==> config.mk <==
export PLATFORM = sky130hd
export DESIGN_NAME = fetch_stage
export DESIGN_NICKNAME = d
export VERILOG_FILES = /design/src/rtl/fetch_pkg.sv /design/src/rtl/fetch_skid_buffer.sv /design/src/rtl/fetch_stage.sv
export SDC_FILE = /design/constraint.sdc
export NUM_CORES = 1
export LEC_CHECK = 0
export CORE_ASPECT_RATIO = 0.6
export CORE_MARGIN = 2
export CORE_UTILIZATION = 45
export CTS_CLUSTER_SIZE = 30
export DETAILED_ROUTE_END_ITERATION = 8
export PLACE_DENSITY = 0.71
export SETUP_SLACK_MARGIN = 0.05
export SLEW_MARGIN = 30
export SYNTH_ARGS = -nofsm -noshare
export SYNTH_HDL_FRONTEND = slang
export SYNTH_SLANG_ARGS = --single-unit
==> constraint.sdc <==
create_clock -name clk -period 2.5 [get_ports clk]
set_input_delay 0.75 -clock clk [delete_from_list [all_inputs] [get_ports clk]]
set_output_delay 0.75 -clock clk [all_outputs]
set_load 0.05 [all_outputs]
==> src/rtl/fetch_pkg.sv <==
// rtl/fetch_pkg.sv - shared types and constants for the instruction-fetch stage
package fetch_pkg;

  localparam int FETCH_N         = 32;
  localparam int PC_STEP_DEFAULT = 4;

  typedef enum logic [2:0] {
    BOOT,
    REQ,
    WAIT,
    SKID,
    DRAIN
  } fetch_state_t;

  typedef struct packed {
    logic [FETCH_N-1:0] pc;
    logic [FETCH_N-1:0] instr;
    logic [FETCH_N-1:0] pc_plus4;
  } fetch_bundle_t;

endpackage

==> src/rtl/fetch_skid_buffer.sv <==
// rtl/fetch_skid_buffer.sv - one-entry holding register for a fetch bundle
//
// Ports:
//   clk, reset   rising-edge clock, asynchronous active-low reset
//   load         capture load_data (ignored while clear or unload)
//   load_data    bundle to capture
//   unload       entry consumed downstream, empties the buffer
//   clear        discard the entry (redirect)
//   full         entry present
//   data         stored bundle
module fetch_skid_buffer
  import fetch_pkg::*;
(
  input  logic          clk,
  input  logic          reset,
  input  logic          load,
  input  fetch_bundle_t load_data,
  input  logic          unload,
  input  logic          clear,
  output logic          full,
  output fetch_bundle_t data
);

  always_ff @(posedge clk or negedge reset) begin
    if (!reset) begin
      full <= 1'b0;
      data <= '0;
    end else if (clear || unload) begin
      full <= 1'b0;
    end else if (load) begin
      full <= 1'b1;
      data <= load_data;
    end
  end

endmodule

==> src/rtl/fetch_stage.sv <==
// rtl/fetch_stage.sv - instruction-fetch stage with PC, one-outstanding imem requests and skid buffer
//
// Ports:
//   clk, reset                    rising-edge clock, asynchronous active-low reset
//   stall                         downstream not consuming this cycle
//   branch_taken, branch_target   redirect from EX (one-cycle pulse)
//   imem_req, imem_addr           fetch request (addr is the current pc)
//   imem_ready                    request accepted when imem_req & imem_ready
//   imem_rvalid, imem_rdata       one-cycle read response
//   if_valid, if_pc, if_instr,
//   if_pc_plus4                   bundle presented to the IF/ID register
//   perf_fetched,
//   perf_stall_cycles             saturating counters, only with FETCH_PERF_EN
//
// Build option: define FETCH_PERF_EN to add the performance counter ports.
module fetch_stage
  import fetch_pkg::*;
#(
  parameter int           N        = 32,
  parameter logic [N-1:0] RESET_PC = 32'h0000_0000,
  parameter int           PC_STEP  = PC_STEP_DEFAULT
) (
  input  logic         clk,
  input  logic         reset,
  input  logic         stall,
  input  logic         branch_taken,
  input  logic [N-1:0] branch_target,
  output logic         imem_req,
  output logic [N-1:0] imem_addr,
  input  logic         imem_ready,
  input  logic         imem_rvalid,
  input  logic [N-1:0] imem_rdata,
  output logic         if_valid,
  output logic [N-1:0] if_pc,
  output logic [N-1:0] if_instr,
  output logic [N-1:0] if_pc_plus4
`ifdef FETCH_PERF_EN
  ,
  output logic [31:0]  perf_fetched,
  output logic [31:0]  perf_stall_cycles
`endif
);

  fetch_state_t  state;
  logic [N-1:0]  pc;
  logic [N-1:0]  pc_next_seq;
  logic          consume;
  logic          out_free;
  logic          rsp_take;
  logic          rsp_skid;
  logic          skid_unload;
  logic          skid_full;
  fetch_bundle_t rsp_bundle;
  fetch_bundle_t skid_data;

  // Sequential PC wraps modulo 2^N; if_pc_plus4 reuses the same sum.
  assign pc_next_seq = pc + N'(PC_STEP);

  assign consume  = if_valid & ~stall;
  assign out_free = ~if_valid | consume;

  // A redirect in the same cycle drops the response outright.
  assign rsp_take    = (state == WAIT) & imem_rvalid & ~branch_taken & out_free;
  assign rsp_skid    = (state == WAIT) & imem_rvalid & ~branch_taken & ~out_free;
  assign skid_unload = skid_full & consume & ~branch_taken;

  assign rsp_bundle = '{pc: pc, instr: imem_rdata, pc_plus4: pc_next_seq};

  // Only REQ drives a request, and REQ is never entered with the skid occupied.
  assign imem_req  = (state == REQ);
  assign imem_addr = pc;

  fetch_skid_buffer u_skid (
    .clk       (clk),
    .reset     (reset),
    .load      (rsp_skid),
    .load_data (rsp_bundle),
    .unload    (skid_unload),
    .clear     (branch_taken),
    .full      (skid_full),
    .data      (skid_data)
  );

  always_ff @(posedge clk or negedge reset) begin
    if (!reset) begin
      state       <= BOOT;
      pc          <= RESET_PC;
      if_valid    <= 1'b0;
      if_pc       <= '0;
      if_instr    <= '0;
      if_pc_plus4 <= '0;
    end else begin
      // Output register: redirect > new load > consume.
      if (branch_taken) begin
        if_valid <= 1'b0;
      end else if (rsp_take) begin
        if_valid    <= 1'b1;
        if_pc       <= rsp_bundle.pc;
        if_instr    <= rsp_bundle.instr;
        if_pc_plus4 <= rsp_bundle.pc_plus4;
      end else if (skid_unload) begin
        if_valid    <= 1'b1;
        if_pc       <= skid_data.pc;
        if_instr    <= skid_data.instr;
        if_pc_plus4 <= skid_data.pc_plus4;
      end else if (consume) begin
        if_valid <= 1'b0;
      end

      if (branch_taken) begin
        pc <= branch_target;
      end else if (rsp_take || rsp_skid) begin
        pc <= pc_next_seq;
      end

      case (state)
        BOOT: state <= REQ;
        REQ: begin
          // An accepted old-PC request still owes a response; drain it.
          if (imem_ready) state <= branch_taken ? DRAIN : WAIT;
        end
        WAIT: begin
          if (branch_taken)  state <= imem_rvalid ? REQ : DRAIN;
          else if (rsp_take) state <= REQ;
          else if (rsp_skid) state <= SKID;
        end
        SKID: begin
          if (branch_taken || skid_unload) state <= REQ;
        end
        DRAIN: begin
          if (imem_rvalid) state <= REQ;
        end
        default: state <= BOOT;
      endcase
    end
  end

`ifdef FETCH_PERF_EN
  always_ff @(posedge clk or negedge reset) begin
    if (!reset) begin
      perf_fetched      <= '0;
      perf_stall_cycles <= '0;
    end else begin
      if (consume && (perf_fetched != 32'hFFFF_FFFF)) begin
        perf_fetched <= perf_fetched + 32'd1;
      end
      if (if_valid && stall && (perf_stall_cycles != 32'hFFFF_FFFF)) begin
        perf_stall_cycles <= perf_stall_cycles + 32'd1;
      end
    end
  end
`endif

endmodule

==> summary.txt <==
Clocking
  – Clk sinks: 225
  – Clk slew on worst S/H paths: 60 ps
  – CTS tree: built
  – Clock Tree Root: clkbuf_16
  – Clock Tree Buf Depth: 3
  – Hold-fix buffers, CTS: 0
  – Post-CTS Setup Bufs: 0
  – Worst skew pair latency: 520 ps
  – CTS H-tree depth: 1
  – CTS buffer count: 22

STA
  – Unrepaired setup endpoints after global routing: no
  – Fmax: 413 MHz
  – Crit path time final: 2420 ps
  – Final setup skew: 26.1 ps
  – Final period utilization: 96.8%
  – Hold Vio Cnt, Final: 0
  – Setup TNS Final: 0 ps
  – Max Slew Vio Count: 0
  – Measured slew at the worst slew-check pin: 598 ps
  – Setup-failing EPs final: 0
  – Slew margin rel.: 60.3%
  – Worst hold margin: 164 ps

Detailed routing
  – DR iter-0 viols: 499
  – Routed wire length: 27600 um
  – WL/cell: 17.1 um
  – DR vias: 8393
  – DRT antenna net count: 0
  – Drt via density: 5.21
  – DRC Markers: 0
  – First-pass DRT Iterations: 6

Floorplan
  – Initial Utilization: 45.8%
  – Die area: 24700 sq um
  – Cell row count: 43
  – DIE HEIGHT: 123 um
  – Chip width: 202 um
  – # IOs: 200
  – Core ar.: 23000 sq um

Synth
  – Post-synth EDFFs: 0
  – Commonest cells in the synthesized netlist: nand2_1, dfrtp_1, o21ai_0
  – Simple-gate share of the synthesized area: 20.1%
  – Post-synth top flop: dfrtp_1
  – Syn Nets: 1162
  – Yosys top cell area share: 53.4%
  – Largest family of logic cells by synthesized area: simple AND/OR/NAND/NOR gates
  – Yosys warns: 0
  – Top cells by area, synth: dfrtp_1, nand2_1, mux2i_1
  – Synthesized cell area: 10500 sq um
  – Synth Area in Adders: 0.119%
  – Syn Area/Cell: 9.66 sq um
  – Netlist cell types: 49
  – Largest area contributor in the netlist: dfrtp_1
  – Cells after Synth: 1091
  – Post-synthesis mux area share: 7.24%
  – Fraction of registers with async set/reset: 100%
  – Number of synthesized register bits: 225
  – Sequential element share of the synthesized area: 53.4%
  – Area share of xor/xnor cells in the synthesized design: 4.74%
  – Top-count cell post-synth: nand2_1
  – Compound-cell area share of the yosys netlist: 8.96%

Global routing
  – Largest net degree at the start of global routing: 63
  – Total gr overflow: 0
  – First-pass GRT wire length: 44300 um
  – Vias in the first global route: 8140
  – Antenna violations before repair: 0
  – Total GRT Usage: 22.5%

Worst hold path
  – Hold WC Path Type: in2async

Power and ir drop
  – Maximum VDD drop: 0.700 mV
  – Total power: 14.0 mW
  – Leakage power: 6.56 nW
  – PwrDens: 1020 nW/um^2

Setup path
  – Worst path slowest cell: clkdlybuf4s50_1
  – CP Max Fanout: 2
  – Critical path launch point type: register
  – Crit Path Category: reg2out
  – Top Family by Delay on Critical Path: buffers and inverters
  – CP required: 1750 ps
  – Crit-path cells: clkdlybuf4s50_1
  – Arrival time at the worst endpoint: 1670 ps
  – CP bufs+invs: 1
  – Crit end category: primary output
  – Delay of the slowest cell on the worst path: 810 ps

Final layout
  – Layout cells sized above 1: 10.9%
  – Diode count: 0
  – Post-Route Utilization: 59.4%
  – Area Overhead vs Synth: 29.8%
  – Post-route cell area: 13700 sq um
  – Fin nets: 1352

Placed design
  – HPWL after DPL: 19100 um
  – Placer Congestion: 0.837
  – Dpl cell area: 13000 sq um
  – PortBufs: 199

Flow run
  – Max capacitance violation total: 0

Status
  – Status: completed
power by group:
group	switching [mW]	internal [mW]	leakage [nW]	total, mW
Clock	1.45	1.93	0.358	3.38
Combinational	3.94	1.66	3.22	5.59
Sequential	0.564	4.43	2.98	5.00
Total	5.95	8.01	6.56	14.0
placed cells by master, fill, tap and decap left out, types with 3 or more instances in the layout:
cell               n
nand2_1          350
dfrtp_1          225
o21ai_0          113
clkdlybuf4s50_1   77
mux2i_1           74
dlygate4sd2_1     74
buf_4             60
xor2_1            44
a21oi_1           32
dlymetal6s2s_1    26
nor2b_1           23
clkbuf_16         22
a211oi_1          21
nand3_1           20
nor2_1            18
buf_12            17
xnor2_1           13
nand4_1           12
o21ai_1            9
clkinv_2           7
and3_1             4
nand4_4            3
nor4_4             3
and4_1             3
nor3_1             3
clkinvlp_4         3
clkbuf_8           3
per-stage QoR:
step           setup slack (ps)  std cells
2_1_floorplan              61.1       1091
3_3_place_gp               27.5       1572
3_5_place_dp              -28.6       1572
4_1_cts                    51.1       1612
5_1_grt                    50.0       1612
6_report                   81.2       1612
timing repair:
item / in CTS / in global routing
endpoints found under the setup margin: 74 / 26
gates cloned: 0 / 0
resized for setup: 74 / 26
pin swaps: 0 / 0
layout make-up:
type                    count  area, sq um
multi-input cells         774         4360
clock inverters            13          134
clock buffers              27          599
fillers                  2044         9340
well taps                 315          394
flip-flops and latches    225         5630
repair buffers            256         2550
inverters                   2         7.51
logic make-up after synthesis:
kind of cell	after synthesis
AO/OA/AOI/OAI	177
multiplexers	76
flip-flops	225
XOR/XNOR	57
adder cells (fa/ha/maj)	1
buffers and inverters	92
AND/OR/NAND/NOR	463
worst paths after layout:
check                                             from  slack (ps)                          end  cells past startpoint
setup / recovery              if_instr[30]$_DFFE_PN0P_          80                 if_instr[30]                      1
hold / removal                                   reset         160  u_skid.data[42]$_DFFE_PN0P_                      1
setup reg to reg              imem_addr[3]$_DFFE_PN0N_         190  if_pc_plus4[28]$_DFFE_PN0P_                      7
hold reg to reg            u_skid.data[54]$_DFFE_PN0P_         470  u_skid.data[54]$_DFFE_PN0P_                      2
max in group asynchronous                        reset        1600    imem_addr[12]$_DFFE_PN0N_                      2
min in group clk           u_skid.data[54]$_DFFE_PN0P_         470  u_skid.data[54]$_DFFE_PN0P_                      2
registers in the layout, indices dropped and copies added (netlist names):
register,count
if_valid,1
u_skid.data,94
u_skid.full,1
if_pc,32
if_pc_plus4,30
imem_addr,32
if_instr,32
state,3
per-layer routing:
metal  GRT usage, %  wire length [um]  vias up
met5              0                 0        -
met1           32.6             13000     4108
met2           34.4             12100      264
met4           5.19               504        0
met3           5.50              2080       37
li1               -                 -     3984
(Power assumes the default switching activity.)
